===== config.mk =====
export PLATFORM = sky130hd
export DESIGN_NAME = scanned_segment_display
export DESIGN_NICKNAME = d
export VERILOG_FILES = /design/src/rtl/scanned_segment_display.sv
export SDC_FILE = /design/constraint.sdc
export NUM_CORES = 1
export LEC_CHECK = 0
export BUFFER_PORTS_ARGS = -buffer_cell sky130_fd_sc_hd__buf_2
export CAP_MARGIN = 40
export CELL_PAD_IN_SITES_DETAIL_PLACEMENT = 0
export CELL_PAD_IN_SITES_GLOBAL_PLACEMENT = 1
export CORE_MARGIN = 8
export CORE_UTILIZATION = 39
export DETAILED_ROUTE_END_ITERATION = 8
export MAX_ROUTING_LAYER = met4
export PLACE_DENSITY = 0.76
export SLEW_MARGIN = 20
export SYNTH_ARGS = -nofsm -noshare
export SYNTH_HDL_FRONTEND = slang
export SYNTH_SLANG_ARGS = --single-unit

===== constraint.sdc =====
create_clock -name clk -period 2 [get_ports clk]
set_input_delay 0.3 -clock clk [delete_from_list [all_inputs] [get_ports clk]]
set_output_delay 0.3 -clock clk [all_outputs]
set_load 0.03 [all_outputs]

===== src/rtl/scanned_segment_display.sv =====
`default_nettype none
// +----------------------------------------------------------------------------+
// | Module      : scanned_segment_display                                      |
// | Description : Time-multiplexed common-anode 7-segment driver with per-digit|
// |               decimal point, blink and registered outputs.                 |
// |               Define SEG_LZB_EN to enable leading-zero blanking.           |
// | Revision    : 1.0 - initial release                                        |
// +----------------------------------------------------------------------------+
module scanned_segment_display #(
    parameter int DIGITS       = 4,
    parameter int REFRESH_DIV  = 100000,
    parameter int BLINK_FRAMES = 64
) (
    input  logic                clk,
    input  logic                rst_n,
    input  logic                enable,
    input  logic [4*DIGITS-1:0] digits,
    input  logic [DIGITS-1:0]   dp_in,
    input  logic [DIGITS-1:0]   blink_mask,
    output logic [0:6]          segment,
    output logic [DIGITS-1:0]   anodes,
    output logic                decimal_point
);

    localparam int c_CNT_W = $clog2(REFRESH_DIV);
    localparam int c_IDX_W = $clog2(DIGITS);
    localparam int c_FRM_W = (BLINK_FRAMES > 1) ? $clog2(BLINK_FRAMES) : 1;

    localparam logic [c_CNT_W-1:0] c_CNT_MAX = c_CNT_W'(REFRESH_DIV - 1);
    localparam logic [c_CNT_W-1:0] c_CNT_ONE = c_CNT_W'(1);
    localparam logic [c_IDX_W-1:0] c_IDX_MAX = c_IDX_W'(DIGITS - 1);
    localparam logic [c_IDX_W-1:0] c_IDX_ONE = c_IDX_W'(1);
    localparam logic [c_FRM_W-1:0] c_FRM_MAX = c_FRM_W'(BLINK_FRAMES - 1);
    localparam logic [c_FRM_W-1:0] c_FRM_ONE = c_FRM_W'(1);
    localparam logic [DIGITS-1:0]  c_ANODE_ONE = {{(DIGITS-1){1'b0}}, 1'b1};
    localparam logic [0:6]         c_SEG_OFF = 7'b1111111;

    logic [c_CNT_W-1:0] r_refresh_cnt;
    logic [c_IDX_W-1:0] r_idx;
    logic [c_FRM_W-1:0] r_frame_cnt;
    logic               r_blink_phase;

    logic               w_tick;
    logic               w_frame_end;
    logic [3:0]         w_nibble;
    logic [0:6]         w_glyph;
    logic [DIGITS-1:0]  w_lzb_vec;
    logic               w_dark;

    assign w_tick      = (r_refresh_cnt == c_CNT_MAX);
    assign w_frame_end = w_tick && (r_idx == c_IDX_MAX);

    // Scan and blink counters free-run regardless of enable.
    always_ff @(posedge clk or negedge rst_n) begin
        if (!rst_n) begin
            r_refresh_cnt <= '0;
            r_idx         <= '0;
            r_frame_cnt   <= '0;
            r_blink_phase <= 1'b0;
        end else begin
            if (w_tick) begin
                r_refresh_cnt <= '0;
                r_idx         <= (r_idx == c_IDX_MAX) ? '0 : r_idx + c_IDX_ONE;
            end else begin
                r_refresh_cnt <= r_refresh_cnt + c_CNT_ONE;
            end
            if (w_frame_end) begin
                if (r_frame_cnt == c_FRM_MAX) begin
                    r_frame_cnt   <= '0;
                    r_blink_phase <= ~r_blink_phase;
                end else begin
                    r_frame_cnt <= r_frame_cnt + c_FRM_ONE;
                end
            end
        end
    end

    assign w_nibble = digits[{r_idx, 2'b00} +: 4];

    always_comb begin
        w_glyph = 7'b0110000;
        case (w_nibble)
            4'h0: w_glyph = 7'b0000001;
            4'h1: w_glyph = 7'b1001111;
            4'h2: w_glyph = 7'b0010010;
            4'h3: w_glyph = 7'b0000110;
            4'h4: w_glyph = 7'b1001100;
            4'h5: w_glyph = 7'b0100100;
            4'h6: w_glyph = 7'b0100000;
            4'h7: w_glyph = 7'b0001111;
            4'h8: w_glyph = 7'b0000000;
            4'h9: w_glyph = 7'b0000100;
            default: w_glyph = 7'b0110000;
        endcase
    end

`ifdef SEG_LZB_EN
    // Walk down from the top digit; a digit blanks while every digit at or
    // above it is zero and its own decimal point is off. Digit 0 never blanks.
    always_comb begin : g_lzb
        logic w_zero_run;
        w_zero_run = 1'b1;
        w_lzb_vec  = '0;
        for (int i = DIGITS - 1; i > 0; i--) begin
            w_zero_run   = w_zero_run && (digits[4*i +: 4] == 4'h0);
            w_lzb_vec[i] = w_zero_run && !dp_in[i];
        end
    end
`else
    assign w_lzb_vec = '0;
`endif

    assign w_dark = !enable || (blink_mask[r_idx] && r_blink_phase) || w_lzb_vec[r_idx];

    always_ff @(posedge clk or negedge rst_n) begin
        if (!rst_n) begin
            anodes        <= '1;
            segment       <= c_SEG_OFF;
            decimal_point <= 1'b1;
        end else if (w_dark) begin
            anodes        <= '1;
            segment       <= c_SEG_OFF;
            decimal_point <= 1'b1;
        end else begin
            anodes        <= ~(c_ANODE_ONE << r_idx);
            segment       <= w_glyph;
            decimal_point <= ~dp_in[r_idx];
        end
    end

endmodule
`default_nettype wire

**Yosys cells after proc, flatten, opt, wreduce, memory -nomap -nowiden**

Memory sizes are Yosys's and may differ from the RTL's.
Cells that the tools add are included.

- Word-level logic and storage cells: 38
- Latch bits: 0
- Register bits after elaboration: 38
- Output and inout bits: 12
- Memory bits (writable): 0
- Input bits: 27
- ROM bits: 112
- Memories kept: 1

Memory list:

| memory | depth | bits a word | read ports | clocked after Yosys merged registers in | wr ports | line | source |
|---|---|---|---|---|---|---|---|
| (no name shown) | 16 | 7 | 1 | 0 | 0 | 82 | `case (w_nibble)` |

- Add/sub/neg operators: 3
- Order comparisons: 1
- Shift-type cells: 2
- Eq/ne operators: 3
- $mul: 0
- Divide/modulo/power cells: 0
- Reduce and logical (&&, ||, !) cells: 6
- Bitwise gates (word level): 3
- Multiplexer cells: 12

Operator list:

| cell | count |
|---|---|
| $add A17 B1 Y17 const B | 1 |
| $eq A17 B17 Y1 const B | 1 |
| $mux W17 | 1 |
| $shiftx A16 B5 Y4 | 1 |
| $mux W7 | 1 |
| $add A6 B1 Y6 const B | 1 |
| $bmux W1 S2 | 3 |
| $eq A6 B6 Y1 const B | 1 |
| $mux W6 | 1 |
| $mux W1 | 4 |
| $mux W4 | 1 |
| $not A4 Y4 | 1 |
| $shl A1 B2 Y4 const A | 1 |
| $lt A2 B3 Y1 const B | 1 |
| $add A2 B1 Y2 const B | 1 |
| $eq A2 B2 Y1 const B | 1 |
| $logic_and A1 B1 Y1 | 2 |
| $logic_or A1 B1 Y1 | 2 |
| $mux W2 | 1 |
| $not A1 Y1 | 2 |
| $reduce_and A2 Y1 | 1 |
| $logic_not A1 Y1 | 1 |

**Logic depth before layout (Yosys ltp)**

- Depth in word-level cells: 6
- Gate-level depth with buffers: 7
- Gate-level depth less buffers: 6

**Least setup slack after synthesis**

OpenSTA, ideal clock, no wires.

- Path kind: reg-to-reg
- From: reg r_refresh_cnt[12]
- To: reg r_frame_cnt[0]
- Setup time: 0.127 ns
- Setup slack: 0.129 ns
- Required time: 1.873 ns
- Arrival time: 1.744 ns
- Period minus slack after synthesis: 1.871 ns
- Stages on the path, launching flop included: 5
- Buffers on the path: 0
- Path through: dfrtp_1 > or4b_4 > nor4_4 > nand2_2 > mux2_1

- Word-level cells in the longest chain between the ends: 2

RTL lines:

| item | line | source |
|---|---|---|
| start: declaration | 38 | `logic [c_CNT_W-1:0] r_refresh_cnt;` |
| start signal: assignment | 65 | `r_refresh_cnt <= r_refresh_cnt + c_CNT_ONE;` |
| $eq A17 B17 Y1 | 50 | `assign w_tick = (r_refresh_cnt == c_CNT_MAX);` |
| $logic_and A1 B1 Y1 | 51 | `assign w_frame_end = w_tick && (r_idx == c_IDX_MAX);` |
| end signal: assignment | 72 | `r_frame_cnt <= r_frame_cnt + c_FRM_ONE;` |
| end: declaration | 40 | `logic [c_FRM_W-1:0] r_frame_cnt;` |

No other way between the ends.
A chain may end at the register's enable or synchronous reset.

**Worst setup path in the final report**

- From: reg r_refresh_cnt[13]
- To: reg r_frame_cnt[0]

The elaborated chain is that of the path after synthesis.

==> run_results.csv <==
group,metric,value,unit
status,status,"finished, final reports clean",
synth,synthCells,179,
cts,cts_hold_buf,0,
routing,drc,0,
min_path,hold_path.class,"input pin to async pin",
cts,cts_root_buf,"clkbuf_8",
global_routing,grt.total_usage,0.122,
finish,final_cells,305,
synth,ys_async_sr_fraction,1.00,
synth,ys_seq_elements,38,
power_and_ir_drop,fin_total_pwr,1.45,mW
critical_path,end_kind,"register",
synth,synth_cell_types,37,
synth,ys_warn_count,0,
critical_path,arrival,2.05,ns
cts,post_cts_buffers,0,
floorplanning,rows,26,
global_routing,overflow,0,
synth,synth_top_area_frac,0.318,
floorplanning,dieArea,7820,sq um
synth,yosysTopAreaCell,"dfrtp_1",
global_routing,grt_pass1_wl,7200,um
timing,fmax,529,MHz
global_routing,grt_pass1_vias,1480,
power_and_ir_drop,pwr_density_cell,580,nW/um^2
finish,fill_cells,491,
finish,area_delta_synth_final,22.5,%
critical_path,start_kind,"register",
synth,synth_area_leaders,"dfrtp_1 (32%), dfstp_2 (15%), ha_1 (8.0%)",
synth,syn-num-nets,219,
cts,cts_tree,"yes",
critical_path,critical_path_peak_fanout,3,
routing,wirelength,4190,um
power_and_ir_drop,peakVddDrop,397,uV
routing,drt-initial-drc-count,73,
routing,drtAntennaViolNets,0,
placed_design,port_buffers,38,
floorplanning,die_w,88.4,um
floorplanning,core-area,5070,sq um
critical_path,critPathKind,"register to register",
placed_design,place.gp.congestion,0.806,
synth,yosysMostFrequentCell,"dfrtp_1",
synth,synth_common_cells,"dfrtp_1 (26), nor2_1 (16), ha_1 (13)",
finish,nNetsFinal,274,
placed_design,dpl.hpwl,3230,um
cts,clk_path_buf_depth,2,
global_routing,grt-busiest-layer,"met2",
routing,vias_per_cell,4.84,
synth,seq_area_frac_synth,0.472,
cts,cts_resized,0,
synth,synth_edf_count,0,
timing,slew_headroom,0.686,
cts,clk_pin_slew,0.07,ns
job,maxCapViolations,0,
timing,worst_pin_slew,0.471,ns
global_routing,met3_usage,0.0279,
synth,syn-cell-area,2040,sq um
synth,syn_area_per_cell,11.4,sq um
timing,fin_worst_skew,0.00672,ns
timing,setup_viol,0,
finish,diodes,0,
cts,cts.sinks,38,
timing,hold_viol_final,0,
floorplanning,io_pins,39,
power_and_ir_drop,p_leak,1.19,nW
floorplanning,die_h,88.4,um
placed_design,dp.cells,296,
timing,fin_hold_ws,0.0557,ns
timing,finalSetupTns,0,ns
synth,ys.flop_type,"dfrtp_1",
timing,maxSlewViolCount,0,
timing,rsz0062_at_grt,"no",
finish,drive_gt1_frac,0.357,
global_routing,use_met2,0.195,
cts,cts_made_buffers,5,
critical_path,worstPathRequired,2.16,ns
routing,num_vias,1476,
routing,firstDrtPassIters,4,
global_routing,antenna_found_initial,0,
timing,min_period,1.89,ns
timing,min_period_over_period,0.946,
floorplanning,initial_core_util,0.403,
cts,cts.htree.levels,2,
global_routing,grt_max_degree,39,
routing,wl_per_cell,13.7,um
cts,clock_latency,0.28,ns
global_routing,met1_usage,0.152,
-- cell usage in the layout, fill, tap and decap left out, types with 5 or more instances in the layout --
cell / Yosys / routed
buf_2: 5 / 38
dfrtp_1: 26 / 26
nor2_1: 16 / 16
buf_4: 0 / 16
ha_1: 13 / 13
nand2_1: 12 / 12
dfstp_2: 12 / 12
xnor2_1: 11 / 11
inv_1: 9 / 9
nand3_1: 9 / 9
o21ai_0: 7 / 7
mux4_2: 6 / 6
nand4_1: 6 / 6
clkbuf_8: 0 / 6
and3_1: 5 / 5
xor2_1: 5 / 5
-- kinds of logic (layout without fill, tap and decap cells) --
kind of cell    count (synthesis)  in the layout  share of synthesized area
mux                            13             13                      0.102
compound gates                 17             17                     0.0520
buf+inv                        15             71                     0.0306
simple gates                   67             67                      0.195
fa+ha+maj                      13             13                     0.0796
flops                          38             38                      0.472
xor+xnor                       16             16                     0.0685
-- power by group --
part           total [mW]  internal, mW  switching, mW
Clock               0.531         0.278          0.253
Combinational       0.131        0.0533         0.0777
Sequential          0.792         0.790        0.00218
-- layout make-up --
cell class	count	area, sq um	share of cell area
clock buffer	7	86.3	0.0345
clock inverter	1	5.00	0.00200
inverter	9	33.8	0.0135
multi-input combinational	126	1020	0.406
sequential	38	966	0.386
tap	70	87.6	0.0350
timing repair buffer	54	310	0.124
-- path summary, 6_finish.rpt --
path,depth (start not counted),slack [ns],end,startpoint
max,4,0.11,r_frame_cnt[0]$_DFFE_PN0P_,r_refresh_cnt[13]$_DFF_PN0_
min,2,0.06,r_refresh_cnt[15]$_DFF_PN0_,rst_n
max reg2reg,4,0.11,r_frame_cnt[0]$_DFFE_PN0P_,r_refresh_cnt[13]$_DFF_PN0_
min reg2reg,1,0.47,r_blink_phase$_DFFE_PN0P_,r_blink_phase$_DFFE_PN0P_
max in group asynchronous,2,1.59,anodes[3]$_DFF_PN1_,rst_n
min in group clk,3,0.35,decimal_point$_DFF_PN1_,dp_in[2]
-- routing by layer --
layer,routed length [um],up-vias
li1,-,741
met1,1930,715
met2,2070,16
met3,135,4
met4,43,0
met5,0,-
-- per-stage QoR --
| step | area, sq um | utilization | worst slack [ns] |
|---|---|---|---|
| 2_1_floorplan | 2040 | - | 0.129 |
| 3_3_place_gp | 2410 | 0.474 | 0.132 |
| 3_5_place_dp | 2410 | 0.474 | 0.103 |
| 4_1_cts | 2500 | 0.492 | 0.0948 |
| 5_1_grt | 2500 | 0.494 | 0.0432 |
| 6_report | 2500 | 0.494 | 0.108 |
-- flip-flops by register name (all words and copies together), names as in the netlist --
| register | count |
|---|---|
| r_frame_cnt | 6 |
| segment | 7 |
| r_idx | 2 |
| r_refresh_cnt | 17 |
| decimal_point | 1 |
| r_blink_phase | 1 |
| anodes | 4 |
-- worst max-delay path, stage by stage (launching register included) --
cell	delay, ns
dfrtp_1	0.41
or4b_4	0.57
nor4_4	0.36
nand2_2	0.11
mux2_1	0.32
No activity file was read; power rests on OpenSTA's default activity.
